<file path="config.mk">
export PLATFORM = sky130hd
export DESIGN_NAME = data_matrix_mem_if
export DESIGN_NICKNAME = d
export VERILOG_FILES = /design/src/rtl/data_matrix_mem_if_pkg.sv /design/src/rtl/data_matrix_mem_wdog.sv /design/src/rtl/data_matrix_mem_if.sv
export SDC_FILE = /design/constraint.sdc
export NUM_CORES = 1
export LEC_CHECK = 0
export CAP_MARGIN = 5
export CORE_MARGIN = 4
export CORE_UTILIZATION = 45
export CTS_CLUSTER_SIZE = 10
export DETAILED_ROUTE_END_ITERATION = 12
export HOLD_SLACK_MARGIN = 0.15
export PLACE_DENSITY = 0.75
export SYNTH_ARGS = -nofsm -noshare
export SYNTH_HDL_FRONTEND = slang
export SYNTH_HIERARCHICAL = 1
export SYNTH_SLANG_ARGS = --single-unit
export TNS_END_PERCENT = 10
</file>
<file path="constraint.sdc">
create_clock -name clk -period 5.1 [get_ports clk]
set_clock_uncertainty 0.05 [all_clocks]
set_input_delay 1.02 -clock clk [delete_from_list [all_inputs] [get_ports clk]]
set_output_delay 1.02 -clock clk [all_outputs]
set_load 0.005 [all_outputs]
</file>
<file path="src/rtl/data_matrix_mem_if_pkg.sv">
// ---------------------------------------------------------------------------
// data_matrix_mem_if_pkg
// Shared definitions for the LC-3 MAR/MDR memory interface stage:
//   - state_e           : handshake FSM state encoding (IDLE / REQ / DONE)
//   - MEM_RD / MEM_WR   : r_w encodings as driven by the control unit
//   - TIMEOUT_DEFAULT   : default watchdog limit (cycles of unacked mem_req)
//   - CNT_W_DEFAULT     : default watchdog counter width
// ---------------------------------------------------------------------------
package data_matrix_mem_if_pkg;

    typedef enum logic [1:0] {
        ST_IDLE = 2'd0,
        ST_REQ  = 2'd1,
        ST_DONE = 2'd2
    } state_e;

    localparam logic MEM_RD = 1'b0;
    localparam logic MEM_WR = 1'b1;

    localparam int TIMEOUT_DEFAULT = 16;
    localparam int CNT_W_DEFAULT   = 8;

endpackage

</file>
<file path="src/rtl/data_matrix_mem_wdog.sv">
// ---------------------------------------------------------------------------
// data_matrix_mem_wdog
// Wait-cycle counter for the memory handshake. Counts cycles in which a
// request is outstanding and flags the last permitted cycle.
// Ports:
//   clk, rst_n : clock / asynchronous active-low reset
//   clr        : synchronous clear to 0 (has priority over en)
//   en         : increment by one this cycle
//   expired    : counter currently equals TIMEOUT-1 (final wait cycle)
// ---------------------------------------------------------------------------
module data_matrix_mem_wdog
    import data_matrix_mem_if_pkg::*;
#(
    parameter int TIMEOUT = TIMEOUT_DEFAULT,
    parameter int CNT_W   = CNT_W_DEFAULT
) (
    input  logic clk,
    input  logic rst_n,
    input  logic clr,
    input  logic en,
    output logic expired
);

    localparam logic [CNT_W-1:0] CNT_LAST = CNT_W'(TIMEOUT - 1);

    logic [CNT_W-1:0] cnt_q;
    logic [CNT_W-1:0] cnt_d;

    always_comb begin
        cnt_d = cnt_q;
        if (clr) begin
            cnt_d = '0;
        end else if (en) begin
            cnt_d = cnt_q + 1'b1;
        end
    end

    always_ff @(posedge clk or negedge rst_n) begin
        if (!rst_n) begin
            cnt_q <= '0;
        end else begin
            cnt_q <= cnt_d;
        end
    end

    assign expired = (cnt_q == CNT_LAST);

endmodule

</file>
<file path="src/rtl/data_matrix_mem_if.sv">
// ---------------------------------------------------------------------------
// data_matrix_mem_if
// LC-3 memory interface stage: MAR/MDR registers plus a req/ack handshake
// engine that turns the control unit's level mio_en/r_w into one memory
// transaction and returns a one-cycle ready pulse r.
// Ports:
//   clk, rst_n          : clock / asynchronous active-low reset
//   bus                 : datapath bus (MAR/MDR load source)
//   ld_mar, ld_mdr      : register load strobes
//   mio_en, r_w         : access request (level) and direction (1 = write)
//   err_clr             : clears the sticky timeout flag
//   mar, mdr            : architectural registers (mdr feeds gate_mdr)
//   r                   : ready pulse at access completion
//   err                 : sticky watchdog timeout flag
//   mem_req/we/addr/wdata, mem_rdata, mem_ack : memory-side handshake
// ---------------------------------------------------------------------------
module data_matrix_mem_if
    import data_matrix_mem_if_pkg::*;
#(
    parameter int TIMEOUT = TIMEOUT_DEFAULT,
    parameter int CNT_W   = CNT_W_DEFAULT
) (
    input  logic        clk,
    input  logic        rst_n,
    input  logic [15:0] bus,
    input  logic        ld_mar,
    input  logic        ld_mdr,
    input  logic        mio_en,
    input  logic        r_w,
    input  logic        err_clr,
    output logic [15:0] mar,
    output logic [15:0] mdr,
    output logic        r,
    output logic        err,
    output logic        mem_req,
    output logic        mem_we,
    output logic [15:0] mem_addr,
    output logic [15:0] mem_wdata,
    input  logic [15:0] mem_rdata,
    input  logic        mem_ack
);

    state_e      state_q,     state_d;
    logic [15:0] mar_q,       mar_d;
    logic [15:0] mdr_q,       mdr_d;
    logic [15:0] rbuf_q,      rbuf_d;
    logic        r_q,         r_d;
    logic        err_q,       err_d;
    logic        mem_req_q,   mem_req_d;
    logic        mem_we_q,    mem_we_d;
    logic [15:0] mem_addr_q,  mem_addr_d;
    logic [15:0] mem_wdata_q, mem_wdata_d;

    logic wd_clr;
    logic wd_en;
    logic wd_expired;
    logic err_set;

    // Counter sits at zero whenever idle, so every access starts fresh;
    // it only advances on REQ cycles that were not acknowledged.
    assign wd_clr = (state_q == ST_IDLE);
    assign wd_en  = (state_q == ST_REQ) && !mem_ack;

    data_matrix_mem_wdog #(
        .TIMEOUT (TIMEOUT),
        .CNT_W   (CNT_W)
    ) u_wdog (
        .clk     (clk),
        .rst_n   (rst_n),
        .clr     (wd_clr),
        .en      (wd_en),
        .expired (wd_expired)
    );

    always_comb begin
        state_d     = state_q;
        rbuf_d      = rbuf_q;
        r_d         = 1'b0;
        err_set     = 1'b0;
        mem_req_d   = mem_req_q;
        mem_we_d    = mem_we_q;
        mem_addr_d  = mem_addr_q;
        mem_wdata_d = mem_wdata_q;

        case (state_q)
            ST_IDLE: begin
                if (mio_en) begin
                    // Snapshot the access; later MAR/MDR loads do not disturb it.
                    state_d     = ST_REQ;
                    mem_req_d   = 1'b1;
                    mem_addr_d  = mar_q;
                    mem_wdata_d = mdr_q;
                    mem_we_d    = r_w;
                end
            end
            ST_REQ: begin
                // Ack is checked first so an ack on the expiry cycle still wins.
                if (mem_ack) begin
                    mem_req_d = 1'b0;
                    if (mem_we_q == MEM_RD) begin
                        rbuf_d = mem_rdata;
                    end
                    state_d = ST_DONE;
                    r_d     = 1'b1;
                end else if (wd_expired) begin
                    mem_req_d = 1'b0;
                    err_set   = 1'b1;
                    rbuf_d    = 16'h0000;
                    state_d   = ST_DONE;
                    r_d       = 1'b1;
                end
            end
            ST_DONE: begin
                state_d = ST_IDLE;
            end
            default: begin
                state_d   = ST_IDLE;
                mem_req_d = 1'b0;
            end
        endcase

        // Timeout set dominates a simultaneous clear.
        if (err_set) begin
            err_d = 1'b1;
        end else if (err_clr) begin
            err_d = 1'b0;
        end else begin
            err_d = err_q;
        end

        mar_d = ld_mar ? bus : mar_q;

        // With mio_en high, MDR only takes memory data in the ready cycle.
        mdr_d = mdr_q;
        if (ld_mdr) begin
            if (!mio_en) begin
                mdr_d = bus;
            end else if (r_q) begin
                mdr_d = rbuf_q;
            end
        end
    end

    always_ff @(posedge clk or negedge rst_n) begin
        if (!rst_n) begin
            state_q     <= ST_IDLE;
            mar_q       <= 16'h0000;
            mdr_q       <= 16'h0000;
            rbuf_q      <= 16'h0000;
            r_q         <= 1'b0;
            err_q       <= 1'b0;
            mem_req_q   <= 1'b0;
            mem_we_q    <= 1'b0;
            mem_addr_q  <= 16'h0000;
            mem_wdata_q <= 16'h0000;
        end else begin
            state_q     <= state_d;
            mar_q       <= mar_d;
            mdr_q       <= mdr_d;
            rbuf_q      <= rbuf_d;
            r_q         <= r_d;
            err_q       <= err_d;
            mem_req_q   <= mem_req_d;
            mem_we_q    <= mem_we_d;
            mem_addr_q  <= mem_addr_d;
            mem_wdata_q <= mem_wdata_d;
        end
    end

    assign mar       = mar_q;
    assign mdr       = mdr_q;
    assign r         = r_q;
    assign err       = err_q;
    assign mem_req   = mem_req_q;
    assign mem_we    = mem_we_q;
    assign mem_addr  = mem_addr_q;
    assign mem_wdata = mem_wdata_q;

endmodule

</file>
==> run_results.csv <==
group,metric,value,unit
cts,h-tree-depth,3,
sta,grt_setup_unrepaired,"no",
floorplan,die-height,102,um
cells_and_area,area_delta_synth_final,33.2,%
grt,overflow,0,
critical_path,cp_common_cell,"buf_4",
grt,antenna_found_initial,0,
critical_path,start_kind,"input port",
cells_and_area,layout-drive-gt1-share,26.0,%
routing,detail_route.vias_per_cell,5.07,
cts,cts_buffers,9,
power,leakage,2.34,nW
floorplan,fp.dieArea,10300,sq um
synthesis,yosysWarningCount,6,
floorplan,core-area,8380,sq um
critical_path,cp_slowest_stage_delay,680,ps
cts,cts_tree,"yes",
critical_path,critical_path_required,5290,ps
cts,cts_setup_buffers,0,
routing,wl_per_cell,16.9,um
critical_path,r2r_start,"u_wdog/cnt_q[0]$_DFFE_PN0P_",
grt,first_global_vias,2654,
sta,setup_viol,0,
worst_hold_path,hold-path-endpoint,"mem_wdata[5]$_DFFE_PN0P_",
critical_path,end_kind,"register",
routing,ant_nets,0,
sta,setup_tns,0,ps
place,gp_congestion,0.762,
cts,cts.sinks,94,
cts,cts-resized-gates,0,
floorplan,ios,108,
critical_path,rr_endpoint,"rbuf_q[15]$_DFFE_PN0P_",
sta,hold_viol_final,0,
sta,period_share,62.6,%
cts,postCtsHoldBufs,0,
sta,slew_violations,0,
critical_path,arrival,3380,ps
synthesis,synth_area,3950,sq um
cells_and_area,fin_nets,432,
sta,worst_pin_slew,952,ps
grt,grt_pass1_wl,13500,um
floorplan,die_w,102,um
worst_hold_path,whs_path_depth,1,
cells_and_area,mostFrequentLayoutCell,"clkdlybuf4s50_1",
floorplan,row_count,33,
sta,layout_min_cycle_time,3190,ps
synthesis,ys_ff_latch,94,
place,dp_hpwl,6070,um
grt,grt_max_degree,58,
critical_path,r2r_setup_slack,2750,ps
synthesis,ys_types,29,
routing,drc,0,
cells_and_area,n_fill_cell,678,
floorplan,start_util,47.1,%
critical_path,reg2reg_depth,6,
routing,drt_first_pass_iters,4,
cts,clockRootBuffer,"clkbuf_8",
worst_hold_path,worstHoldStart,"mem_wdata[5]$_DFFE_PN0P_",
synthesis,seq_area_frac_synth,59.6,%
routing,vias,2539,
sta,max_freq,313,MHz
synthesis,synth.avg_cell_area,13.9,sq um
routing,drt_iter0_markers,56,
routing,postRouteWirelength,8470,um
power,peakVddDrop,167,uV
cells_and_area,regArea,2350,sq um
cts,clockBufferDepth,2,
flow_run,maxCapViolations,0,
critical_path,slowest_stage,"nor3_4",
cells_and_area,fin_util,62.8,%
grt,globalRouteTotalUtil,16.9,%
cells_and_area,diodes,0,
sta,relSlewSlack,36.5,%
cells_and_area,mostFrequentLayoutCells,"clkdlybuf4s50_1, dfrtp_1, mux2_2, inv_1, mux2i_1",
outcome,status,"completed",
power,power_density,436,nW/um^2
place,port_buffers,107,
critical_path,worstPathMaxFanout,19,
critical_path,crit_chain,"clkdlybuf4s50_1 -> buf_4 -> inv_1 -> nor3_4 -> buf_4 -> mux2_2",
cts,clk_pin_slew_worst_paths,90,ps
synthesis,synth_nets,325,
critical_path,setup.worst_path.class,"in2reg",
synthesis,postSynthCellCount,284,
worst_hold_path,hold_class,"reg2reg",
cts,clk_latency,350,ps
cells_and_area,multi_input_area,1420,sq um
cells by family after synthesis:
family,share of synthesized area (%)
flip-flops,59.6
AND/OR/NAND/NOR,5.32
buffers and inverters,4.59
XOR/XNOR,0.887
multiplexers,27.7
AO/OA/AOI/OAI,1.68
adder cells (fa/ha/maj),0.317
cell usage after synthesis (all sizes together):
master / n / area (sq um)
mux2: 81 / 912
nand2b: 1 / 8.76
mux2i: 18 / 180
o21ai: 5 / 28.8
xnor2: 1 / 8.76
nor2: 11 / 41.3
inv: 19 / 71.3
xor2: 3 / 26.3
nand4: 4 / 31.3
a21oi: 4 / 20.0
ha: 1 / 12.5
a211o: 1 / 8.76
or3: 3 / 18.8
nor4: 1 / 6.26
buf: 11 / 98.8
dfrtp: 94 / 2350
nand4b: 1 / 8.76
nand2: 17 / 63.8
clkbuf: 3 / 11.3
a22o: 1 / 8.76
nand3: 3 / 15.0
nor3: 1 / 16.3
through the flow:
step	instances	hold slack, ps	setup slack [ps]	instance area [sq um]	total power, W
after floorplan	284	433	2830	3950	0.00138
after global placement	485	420	1560	5060	0.00180
after detailed placement	485	428	1490	5060	0.00183
after CTS	501	450	1860	5260	0.00232
after global routing	501	473	1760	5260	0.00242
final	501	444	1910	5260	0.00229
area by class of cell:
type / instances / area share (%)
Timing Repair Buffer: 110 / 20.7
Tap cell: 105 / 2.50
Multi-Input combinational cell: 157 / 26.9
Clock inverter: 6 / 1.36
Clock buffer: 10 / 2.43
Sequential cell: 94 / 44.7
Inverter: 19 / 1.36
worst max path at each step:
| stage | slack [ps] | start | endpoint | cells after the start |
|---|---|---|---|---|
| floorplan | 2830 | mio_en | mdr[0]$_DFFE_PN0P_ | 4 |
| global placement | 1560 | mio_en | mem_addr[2]$_DFFE_PN0P_ | 6 |
| detailed placement | 1490 | mio_en | mem_addr[1]$_DFFE_PN0P_ | 6 |
| CTS | 1860 | mio_en | mem_addr[5]$_DFFE_PN0P_ | 6 |
| global route | 1760 | mio_en | mem_addr[7]$_DFFE_PN0P_ | 6 |
| finish | 1910 | mio_en | mem_addr[1]$_DFFE_PN0P_ | 6 |
routing by layer:
metal  up-vias  GRT usage [%]  wire [um]
li1       1190              -          -
met1      1269           23.5       3880
met2        74           26.7       3940
met3         6           4.41        589
met4         0           4.60         57
met5         -              0          0
report_power, final:
group / total (W) / switching, W / leakage (nW) / internal, W
sequential: 0.00109 / 0.000131 / 1.15 / 0.000959
combinational: 0.000711 / 0.000221 / 1.09 / 0.000490
clock: 0.000493 / 0.000263 / 0.0931 / 0.000230
total: 0.00229 / 0.000615 / 2.34 / 0.00168
critical path, delay by kind of cell:
kind / cells / cell delay [ps]
and+or+nand+nor: 1 / 680
buffers and inverters: 4 / 1290
muxes: 1 / 370
flip-flops by register name, summed over array words and instances (netlist names):
name / count
rbuf_q: 16
u_wdog/cnt_q: 8
mar: 16
mdr: 16
mem_req: 1
err: 1
r: 1
mem_addr: 16
mem_wdata: 16
state_q: 2
mem_we: 1
Note: power is estimated with default switching activity, not from simulation.
